<file path="src/rtl/ser_word_tx_if.sv">
`default_nettype none
// ============================================================================
//  Module   : ser_word_tx_if
//  Brief    : Load handshake and serial output bundle for ser_word_tx.
//             Carries ser_stall only when SER_STALL_EN is defined.
//  Revision : 1.0  initial release
// ============================================================================
interface ser_word_tx_if #(
   parameter int WIDTH = 8
);
   logic             load_valid;
   logic [WIDTH-1:0] load_data;
   logic             load_ready;
   logic             ser_out;
   logic             ser_valid;
   logic             frame_start;
   logic             frame_end;
   logic             busy;
`ifdef SER_STALL_EN
   logic             ser_stall;
`endif

   // Upstream producer / serial consumer side
   modport master (
      output load_valid,
      output load_data,
`ifdef SER_STALL_EN
      output ser_stall,
`endif
      input  load_ready,
      input  ser_out,
      input  ser_valid,
      input  frame_start,
      input  frame_end,
      input  busy
   );

   // Transmitter side
   modport slave (
      input  load_valid,
      input  load_data,
`ifdef SER_STALL_EN
      input  ser_stall,
`endif
      output load_ready,
      output ser_out,
      output ser_valid,
      output frame_start,
      output frame_end,
      output busy
   );
endinterface
`default_nettype wire

</file>
<file path="src/rtl/ser_word_tx.sv">
`default_nettype none
// ============================================================================
//  Module   : ser_word_tx
//  Brief    : Parallel-to-serial word transmitter, LSB first, with gapless
//             back-to-back words and frame_start/frame_end markers.
//             Optional macro SER_STALL_EN adds a ser_stall input that freezes
//             shifting while a word is in flight.
//  Revision : 1.0  initial release
// ============================================================================
module ser_word_tx #(
   parameter int WIDTH = 8
) (
   input  logic          clk,
   input  logic          rst,    // asynchronous, active low
   ser_word_tx_if.slave  bus
);
   localparam int CNT_W = $clog2(WIDTH);
   localparam logic [CNT_W-1:0] LAST_BIT = CNT_W'(WIDTH - 1);

   typedef enum logic [0:0] {
      IDLE  = 1'b0,
      SHIFT = 1'b1
   } state_t;

   state_t           state, state_nxt;
   logic [WIDTH-1:0] shreg, shreg_nxt;
   logic [CNT_W-1:0] bit_cnt, bit_cnt_nxt;
   logic             ser_out_q, ser_valid_q, frame_start_q, frame_end_q;
   logic             ser_out_nxt, ser_valid_nxt, frame_start_nxt, frame_end_nxt;
   logic             stall_act;
   logic             ready;
   logic             accept;

`ifdef SER_STALL_EN
   assign stall_act = bus.ser_stall & (state == SHIFT);
`else
   assign stall_act = 1'b0;
`endif

   // A word may be taken when idle or while the last bit is on the line
   assign ready  = rst & ~stall_act &
                   ((state == IDLE) | ((state == SHIFT) & (bit_cnt == LAST_BIT)));
   assign accept = bus.load_valid & ready;

   // Next-state, shift register and output decode
   always_comb begin
      state_nxt   = state;
      shreg_nxt   = shreg;
      bit_cnt_nxt = bit_cnt;
      case (state)
         IDLE: begin
            if (accept) begin
               state_nxt   = SHIFT;
               shreg_nxt   = bus.load_data;
               bit_cnt_nxt = '0;
            end
         end
         SHIFT: begin
            if (stall_act) begin
               state_nxt = SHIFT;
            end else if (bit_cnt != LAST_BIT) begin
               shreg_nxt   = shreg >> 1;
               bit_cnt_nxt = bit_cnt + 1'b1;
            end else if (accept) begin
               shreg_nxt   = bus.load_data;
               bit_cnt_nxt = '0;
            end else begin
               state_nxt   = IDLE;
               shreg_nxt   = '0;
               bit_cnt_nxt = '0;
            end
         end
         default: begin
            state_nxt   = IDLE;
            shreg_nxt   = '0;
            bit_cnt_nxt = '0;
         end
      endcase
      // Outputs are registered copies of the decode of the next state, so
      // they line up with the bit that the shift register will present.
      ser_out_nxt     = shreg_nxt[0];
      ser_valid_nxt   = (state_nxt == SHIFT);
      frame_start_nxt = (state_nxt == SHIFT) & (bit_cnt_nxt == '0);
      frame_end_nxt   = (state_nxt == SHIFT) & (bit_cnt_nxt == LAST_BIT);
   end

   // State, datapath and output registers with asynchronous clear
   always_ff @(posedge clk or negedge rst) begin
      if (!rst) begin
         state         <= IDLE;
         shreg         <= '0;
         bit_cnt       <= '0;
         ser_out_q     <= 1'b0;
         ser_valid_q   <= 1'b0;
         frame_start_q <= 1'b0;
         frame_end_q   <= 1'b0;
      end else begin
         state         <= state_nxt;
         shreg         <= shreg_nxt;
         bit_cnt       <= bit_cnt_nxt;
         ser_out_q     <= ser_out_nxt;
         ser_valid_q   <= ser_valid_nxt;
         frame_start_q <= frame_start_nxt;
         frame_end_q   <= frame_end_nxt;
      end
   end

   assign bus.load_ready  = ready;
   assign bus.ser_out     = ser_out_q;
   assign bus.ser_valid   = ser_valid_q;
   assign bus.frame_start = frame_start_q;
   assign bus.frame_end   = frame_end_q;
   assign bus.busy        = ser_valid_q;
endmodule
`default_nettype wire

</file>
<file path="src/flat_wrapper.sv">
// flat-port wrapper written by rule: the top's interface ports become plain ports
module ser_word_tx_flat 
#(
   parameter int WIDTH = 8
)
  (clk, rst, bus_load_valid, bus_load_data, bus_load_ready, bus_ser_out, bus_ser_valid, bus_frame_start, bus_frame_end, bus_busy);
  ser_word_tx_if #(.WIDTH(WIDTH)) bus_i ();
  input  logic clk;
  input  logic rst;
  input wire logic [$bits(bus_i.load_valid)-1:0] bus_load_valid;
  input wire logic [$bits(bus_i.load_data)-1:0] bus_load_data;
  output wire logic [$bits(bus_i.load_ready)-1:0] bus_load_ready;
  output wire logic [$bits(bus_i.ser_out)-1:0] bus_ser_out;
  output wire logic [$bits(bus_i.ser_valid)-1:0] bus_ser_valid;
  output wire logic [$bits(bus_i.frame_start)-1:0] bus_frame_start;
  output wire logic [$bits(bus_i.frame_end)-1:0] bus_frame_end;
  output wire logic [$bits(bus_i.busy)-1:0] bus_busy;
  assign bus_i.load_valid = bus_load_valid;
  assign bus_i.load_data = bus_load_data;
  assign bus_load_ready = bus_i.load_ready;
  assign bus_ser_out = bus_i.ser_out;
  assign bus_ser_valid = bus_i.ser_valid;
  assign bus_frame_start = bus_i.frame_start;
  assign bus_frame_end = bus_i.frame_end;
  assign bus_busy = bus_i.busy;
  ser_word_tx #(.WIDTH(WIDTH)) u_core (.clk(clk), .rst(rst), .bus(bus_i));
endmodule
</file>
<file path="config.mk">
export PLATFORM = sky130hd
export DESIGN_NAME = ser_word_tx_flat
export DESIGN_NICKNAME = d
export VERILOG_FILES = /design/src/rtl/ser_word_tx_if.sv /design/src/rtl/ser_word_tx.sv /design/src/flat_wrapper.sv
export SDC_FILE = /design/constraint.sdc
export NUM_CORES = 1
export LEC_CHECK = 0
export ABC_AREA = 1
export CAP_MARGIN = 20
export CELL_PAD_IN_SITES_DETAIL_PLACEMENT = 1
export CELL_PAD_IN_SITES_GLOBAL_PLACEMENT = 1
export CORE_MARGIN = 3
export CORE_UTILIZATION = 31
export DETAILED_ROUTE_END_ITERATION = 7
export PLACE_DENSITY_LB_ADDON = 0.1
export SYNTH_ARGS = -nofsm -noshare
export SYNTH_HDL_FRONTEND = slang
export SYNTH_SLANG_ARGS = --single-unit
</file>
<file path="constraint.sdc">
create_clock -name clk -period 1.4 [get_ports clk]
set_input_delay 0.35 -clock clk [delete_from_list [all_inputs] [get_ports clk]]
set_output_delay 0.35 -clock clk [all_outputs]
set_load 0.01 [all_outputs]
</file>
==> run summary, run 1 <==
Outcome -> finished, violations left
Violated checks -> setup timing
Largest net degree at the start of global routing -> 16
R2R depth -> 12
Synth top cells by count -> nand2_1, dfrtp_1, nand3_1, inv_1
Post-synth EDFFs -> 0
Internal power -> 1310 uW
CTS Buffer Depth -> 2
Synth Flop Type -> dfrtp_1
Clock share of power -> 10.3%
Busiest grt layer -> met2
Initial core utilization -> 33.5%
Avg Vias per Cell -> 4.52
Combinational share of power -> 60.9%
Synth area leaders -> dfrtp_1, nand2_1, nand3_1
Residual DRC -> 0
Seq pwr share -> 28.8%
Core Region -> 2020 um^2
Worst path most repeated cell -> inv_4
Drt pass-1 iters -> 2
Top achievable clock speed -> 593 MHz
Switching share of total power -> 42.2%
Initial antenna violation count -> 0
Die extent in x -> 52.7 um
Reg2reg setup slack -> -250 ps
Fin Setup TNS -> -2470 ps
FF+latch count, synth -> 14
Gr usage total -> 15.8%
Tcrit/Tclk final -> 120%
Total wire length -> 1730 um
Crit-path slowest cell -> dfrtp_1
Pwr per Cell Area -> 2090 nW/um^2
Slew HR -> 83.4%
Syn-to-layout area delta -> 60.6%
Ports -> 17
Final nets -> 122
Yosys warns -> 0
Place WS -> -513 ps
Crit Reg-Reg Endpoint -> u_core.bus.frame_start
P_leak -> 0.000561 uW
M3 GR Usage -> 2.56%
Clock Skew -> 3.70 ps
Post-DP HPWL -> 1170 um
Most numerous cell in the Yosys netlist -> nand2_1
Worst min path class -> in -> async
Crit path DAT -> 1340 ps
Inserted Diodes -> 0
Worst Path Max Fanout -> 2
Die Footprint -> 2780 um^2
Final setup violation count -> 15
TritonCTS clock tree -> done
Sequential area share after synthesis -> 51.8%
Htree depth -> 1
Hold WS -> 427 ps
CP Capture Type -> primary output
Slew Limit Fails -> 0
Die height -> 52.7 um
R2r startpoint -> u_core.bit_cnt[0]
Sw power -> 959 uW
Number of DRC markers in iteration 0 -> 3
WL/cell -> 12.9 um
Post-synth top area share -> 51.8%
Gate Count Post-Synth -> 77
Maxcap violations -> 0
Netlist cell types -> 16
Number of buffers created by CTS -> 3
Worst-margin pin slew -> 249 ps
First-pass GRT wire length -> 2970 um
Final core utilization -> 53.8%
Net Count, Synth -> 90
RSZ-0062 raised after global routing -> true
Antenna Nets Post-Route -> 0
Clk slew on worst S/H paths -> 90 ps
Met1 usage -> 19.6%
Worst-skew pair later-pin latency -> 280 ps
Row count -> 16
Detailed-route via count -> 606
Required time of the critical path -> 1050 ps
GR Layer Usage met2 -> 25.0%
Asr flop ratio synth -> 100%
Final hold vios -> 0
Setup ws final -> -285 ps
Crit-path cells -> ha_2 -> ha_4 -> inv_4 -> nand2_4 -> inv_4 -> nor2_4 -> buf_6
Vias in the first global route -> 651
Synthesized cell area -> 677 um^2
Avg Cell Area, Syn -> 8.79 um^2
Max VDD drop -> 1.08 mV
Type of origin of the critical path -> flip-flop
Buffers on Ports -> 16
Total grt overflow -> 0
Area leader, netlist -> dfrtp_1
Worst Path Class, Setup -> reg -> out
Fin crit period -> 1690 ps
Layout cells sized above 1 -> 51.4%
Clock root buffer -> clkbuf_4
Final GP Congestion -> 0.737
Sink Count -> 14
CP peak stage delay -> 390 ps
## worst max-delay path: cells and delay by family (launching register included)
kind          cells  cell delay (ps)
simple gates      2               80
fa+ha+maj         2              360
buf+inv           3              220
flops             1              390
## kinds of logic after synthesis
group                      synth area share [%]
adders and majority gates                  3.70
buffers and inverters                      6.47
AOI/OAI and AO/OA                          1.85
and+or+nand+nor                            36.2
DFF                                        51.8
## metrics by stage
step | power [uW] | cells | cell area (um^2)
floorplan | 1230 | 77 | 679
detailed placement | 1700 | 127 | 926
finish | 2270 | 134 | 1090
global placement | 1670 | 127 | 926
global route | 2500 | 134 | 1090
CTS | 2180 | 133 | 1070
## placed cells by master, fill, tap and decap left out, drive strengths merged
cell           Yosys  final
ha                 2      2
clkdlybuf4s50      0     10
dfrtp             14     14
clkbuf             0      4
buf                1     14
o21ai              1      1
nor2               3      3
nand2             35     35
o211ai             1      1
inv                9      9
dlygate4sd2        0      3
nand3             11     11
## worst max path at each step
stage                                  from        endpoint  slack [ps]  cells after the start
after global routing      u_core.bit_cnt[0]  bus_load_ready        -350                      7
after detailed placement                rst  bus_load_ready        -510                      4
final                     u_core.bit_cnt[0]  bus_load_ready        -290                      7
after CTS                 u_core.bit_cnt[1]  bus_load_ready        -300                      7
after global placement                  rst  bus_load_ready        -520                      4
after floorplan           u_core.bit_cnt[0]  bus_load_ready           8                      6
## flip-flops by register name, summed over array words and instances (netlist names)
name and flops:
u_core.bus.frame_start 1, u_core.state 1, u_core.shreg 8, u_core.bit_cnt 3
u_core.bus.frame_end 1
## power by group through the flow
| stage | sequential [uW] | combinational (uW) | clock, uW |
|---|---|---|---|
| after CTS | 647 | 1290 | 245 |
| after detailed placement | 647 | 1060 | 0 |
| after floorplan | 674 | 560 | 0 |
| after global routing | 679 | 1550 | 269 |
| final | 654 | 1380 | 234 |
| after global placement | 640 | 1030 | 0 |
## layer usage
layer	share of wire, %	routed length (um)
met1	45	769
met2	49	840
met3	4.7	82
met4	2.1	36
met5	0	0
## cell type report
class,instances,area [um^2]
Multi-Input combinational cell,53,384
Inverter,9,51.3
Fill cell,242,935
Tap cell,27,33.8
Timing Repair Buffer,28,245
Clock buffer,3,22.5
Sequential cell,14,350
## what timing repair did
item / 4_1_cts / 5_1_grt
pin swaps: 2 / 6
setup endpoints to repair: 18 / 17
resized for setup: 41 / 10
setup buffers: 3 / 1
hold buffers: 0 / 0
No activity file was read; power rests on OpenSTA's default activity.
==> inputs of run 2 (changes only) <==
Settings changed: CORE_UTILIZATION 31 to 34.
Clock period 1.4 ns to 1.9 ns, I/O delays scaled along.
==> run summary, run 2 (synthesized netlist as in run 1, its figures left out) <==
Ports -> 17
Pwr per Cell Area -> 1480 nW/um^2
Clk slew on worst S/H paths -> 70 ps
Worst min path class -> reg -> reg
Total wire length -> 1620 um
Htree depth -> 1
Gr usage total -> 15.0%
Type of origin of the critical path -> flip-flop
Crit-path slowest cell -> dfrtp_1
Syn-to-layout area delta -> 37.5%
Die extent in x -> 50.6 um
Clock root buffer -> clkbuf_4
Outcome -> completed
Initial antenna violation count -> 0
Worst Path Class, Setup -> reg -> out
CP Launch Point -> u_core.bit_cnt[0]
Worst-skew pair later-pin latency -> 280 ps
Worst hold start -> u_core.shreg[1]
Tcrit/Tclk final -> 95.8%
Antenna Nets Post-Route -> 0
Slew Limit Fails -> 0
R2r startpoint -> u_core.bit_cnt[0]
TritonCTS clock tree -> done
Biggest register -> u_core.shreg
Core Region -> 1800 um^2
First-pass GRT wire length -> 2770 um
Worst path most repeated cell -> ha_2
Worst-margin pin slew -> 207 ps
WL/cell -> 12.9 um
Final core utilization -> 51.7%
Max reg flops -> 8
Final setup violation count -> 0
P_leak -> 0.000456 uW
Number of DRC markers in iteration 0 -> 6
Maxcap violations -> 0
Sink Count -> 14
Final hold vios -> 0
Final nets -> 116
Most frequent cells in the layout -> nand2_1, clkdlybuf4s50_1, dfrtp_1
CP peak stage delay -> 400 ps
Largest net degree at the start of global routing -> 16
Post-DP HPWL -> 1200 um
Top achievable clock speed -> 549 MHz
Slew HR -> 86.2%
Buffers on Ports -> 16
Required time of the critical path -> 1420 ps
Residual DRC -> 0
Vias in the first global route -> 620
Crit-path cells -> ha_2 -> ha_2 -> inv_2 -> nand2_4 -> inv_4 -> nor2_2 -> buf_2
Hold WS -> 494 ps
Crit path DAT -> 1350 ps
Layout cells sized above 1 -> 26.7%
Worst Path Max Fanout -> 2
Die Footprint -> 2560 um^2
Max VDD drop -> 0.799 mV
Cell Area, Placed -> 898 um^2
Initial core utilization -> 37.6%
Final GP Congestion -> 0.715
Detailed-route via count -> 597
CP Capture Type -> primary output
Avg Vias per Cell -> 4.74
Total grt overflow -> 0
DP Cell Count -> 122
Most common cell after layout, fill and taps aside -> nand2_1
Number of buffers created by CTS -> 3
Clock Skew -> 4.40 ps
Drt pass-1 iters -> 4
Row count -> 15
Design Area, Final -> 931 um^2
Fin crit period -> 1820 ps
Largest regs -> u_core.shreg x8, u_core.bit_cnt x3
Inserted Diodes -> 0
CTS Buffer Depth -> 2
Die height -> 50.6 um
Post-Layout Cell Count -> 126
FILL cells -> 216
Total design power -> 1370 uW
[run 2: cell count changes in the layout (fill, tap and decap cells not counted), moves of 2 or more]
cell,change
nand2_1,+12
buf_4,-4
buf_6,-3
nand3_1,+6
nand2_4,-3
nand3_2,-6
dlygate4sd2_1,-3
nand2_2,-9
clkdlybuf4s50_1,+5
inv_2,+2
[run 2: area by class of cell]
| cell class | instances | area, um^2 | share of cell area (%) |
|---|---|---|---|
| flip-flops and latches | 14 | 350 | 37.6 |
| multi-input cells | 53 | 290 | 31.2 |
| repair buffers | 22 | 200 | 21.5 |
| inverters | 9 | 36.3 | 3.90 |
| well taps | 25 | 31.3 | 3.36 |
| clock buffers | 3 | 22.5 | 2.42 |
[run 2: timing repair]
action / 4_1_cts / 5_1_grt
resized for setup: 5 / 3
buffers inserted: 0 / 1
endpoints found under the setup margin: 1 / 1
hold endpoints to repair: 0 / 0
hold buffers: 0 / 0
[run 2: critical path, delay by kind of cell, from the launching register on]
kind | cells | cell delay, ps
adders and majority gates | 2 | 340
buffers and inverters | 3 | 240
DFF | 1 | 400
and+or+nand+nor | 2 | 80
[run 2: per-layer routing]
metal / vias to the layer above / wire (um) / global-route usage, %
li1: 288 / - / -
met2: 15 / 808 / 23.9
met5: - / 0 / 0
met1: 290 / 708 / 17.8
met3: 4 / 80 / 5.64
met4: 0 / 25 / 6.73
[run 2: path summary, 6_finish.rpt]
| path | to | slack [ps] | cells past startpoint |
|---|---|---|---|
| worst max-delay path | bus_load_ready | 80 | 7 |
| worst min-delay path | u_core.shreg[1] | 490 | 2 |
| worst max register to register | u_core.shreg[0] | 360 | 10 |
| worst min register to register | u_core.shreg[1] | 490 | 2 |
| max in group asynchronous | u_core.shreg[0] | 1180 | 2 |
| min in group asynchronous | u_core.state | 540 | 2 |
[run 2: metrics by stage]
step	worst slack, ps	setup TNS [ps]
finish	79.6	0
global route	-10.8	-10.8
CTS	22.1	0
detailed placement	-283	-283
global placement	-304	-304
floorplan	354	0
[run 2: power breakdown]
group,leakage (uW),internal [uW],switching [uW]
Sequential,0.000180,412,72.2
Clock,0.0000138,73.4,89.8
Combinational,0.000262,320,406
==> inputs of run 3 (changes only) <==
Settings changed: CORE_ASPECT_RATIO set to 0.9.
==> run summary, run 3 (synthesized netlist as in run 1, its figures left out) <==
Outcome -> completed
Slew HR -> 85.5%
Cells on Worst Hold Path -> 2
CP endpoint -> bus_load_ready
Largest regs -> u_core.shreg x8, u_core.bit_cnt x3
DP Cell Count -> 121
Gr usage total -> 15.6%
Crit path DAT -> 1350 ps
TritonCTS clock tree -> done
Maxcap violations -> 0
Post-Layout Cell Count -> 126
CP Capture Type -> primary output
Most common cell after layout, fill and taps aside -> nand2_1
Setup ws final -> 77.8 ps
Top achievable clock speed -> 549 MHz
Reg2reg setup slack -> 320 ps
Cell count along the critical path -> 7
Die height -> 48.3 um
Sink Count -> 14
Clock Skew -> 3.92 ps
R2r startpoint -> u_core.bit_cnt[1]
Total wire length -> 1680 um
Crit Reg-Reg Endpoint -> u_core.shreg[6]
Type of origin of the critical path -> flip-flop
Detailed-route via count -> 588
Hold WS -> 493 ps
First-pass GRT wire length -> 2840 um
Worst Path Class, Setup -> reg -> out
Htree depth -> 1
P_leak -> 0.000464 uW
Final GP Congestion -> 0.729
Slew Limit Fails -> 0
Total grt overflow -> 0
Worst min path class -> reg -> reg
Residual DRC -> 0
Antenna Nets Post-Route -> 0
Inserted Diodes -> 0
Number of buffers created by CTS -> 3
Fin Setup TNS -> 0 ps
Pwr per Cell Area -> 1490 nW/um^2
Final nets -> 117
CP Launch Point -> u_core.bit_cnt[1]
Core Region -> 1770 um^2
Fin crit period -> 1820 ps
WL/cell -> 13.3 um
Avg Vias per Cell -> 4.67
Buffers on Ports -> 16
Required time of the critical path -> 1420 ps
Syn-to-layout area delta -> 41.6%
Largest net degree at the start of global routing -> 16
Biggest register -> u_core.shreg
Place WS -> -250 ps
Worst-skew pair later-pin latency -> 290 ps
Post-DP HPWL -> 1250 um
CP delay by family, top -> flip-flops
Worst Path Max Fanout -> 2
Row count -> 14
R2R depth -> 10
Max VDD drop -> 0.700 mV
Clk slew on worst S/H paths -> 80 ps
Design Area, Final -> 958 um^2
Crit-path cells -> ha_2 -> ha_4 -> inv_2 -> nand2_4 -> inv_4 -> nor2_4 -> buf_6
Die extent in x -> 53.0 um
Max reg flops -> 8
Die Footprint -> 2560 um^2
Number of DRC markers in iteration 0 -> 9
CTS Buffer Depth -> 2
Final setup violation count -> 0
Worst-margin pin slew -> 217 ps
Initial core utilization -> 38.3%
Clock root buffer -> clkbuf_4
Initial antenna violation count -> 0
Worst path buffer plus inverter count -> 3
Most frequent cells in the layout -> nand2_1, clkdlybuf4s50_1, dfrtp_1
Layout cells sized above 1 -> 27.5%
Crit-path slowest cell -> dfrtp_1
Final hold vios -> 0
Drt pass-1 iters -> 4
Tcrit/Tclk final -> 95.9%
Ports -> 17
Cell Area, Placed -> 897 um^2
Vias in the first global route -> 591
CP peak stage delay -> 390 ps
-- run 3: cell count changes in the layout (fill, tap and decap cells not counted), sizes merged --
cell,previous run,this run
buf,7,8
-- run 3: what timing repair did --
action / 4_1_cts / 5_1_grt
resized for setup: 6 / 5
setup buffers: 1 / 1
setup endpoints to repair: 1 / 1
hold buffers: 0 / 0
pin swaps: 0 / 1
-- run 3: area by class of cell --
type	instances	area, um^2
Fill cell	212	811
Inverter	9	36.3
Timing Repair Buffer	23	214
Tap cell	24	30.0
Sequential cell	14	350
Clock buffer	3	22.5
Multi-Input combinational cell	53	305
-- run 3: tightest hold or removal path, cell delays in order (launching register included) --
cell	delay, ps
dfrtp_1	360
nand2_1	60
nand3_1	50
-- run 3: worst min path at each step --
stage / startpoint / end / slack, ps
after floorplan: rst / u_core.bit_cnt[0] / 180
after global placement: u_core.shreg[0] / u_core.shreg[0] / 460
after detailed placement: u_core.shreg[3] / u_core.shreg[3] / 480
after CTS: u_core.shreg[5] / u_core.shreg[5] / 500
after global routing: u_core.shreg[5] / u_core.shreg[5] / 520
final: u_core.shreg[3] / u_core.shreg[3] / 490
-- run 3: per-layer routing --
layer	share of wire, %	GRT usage [%]	wire (um)	up-vias
li1	-	-	-	288
met1	46	21.1	764	279
met2	45	21.9	756	17
met3	7.2	5.52	121	4
met4	2.0	7.66	33	0
met5	0	0	0	-
-- run 3: stage by stage --
stage	util, %	power, uW
global route	54.2	1580
CTS	52.3	1390
floorplan	-	904
detailed placement	50.7	1200
global placement	50.7	1170
finish	54.2	1430
-- run 3: power by group --
| group | internal (uW) | switching (uW) | leakage, uW |
|---|---|---|---|
| Clock | 73.9 | 101 | 0.0000138 |
| Combinational | 354 | 415 | 0.000270 |
| Sequential | 412 | 76.5 | 0.000180 |
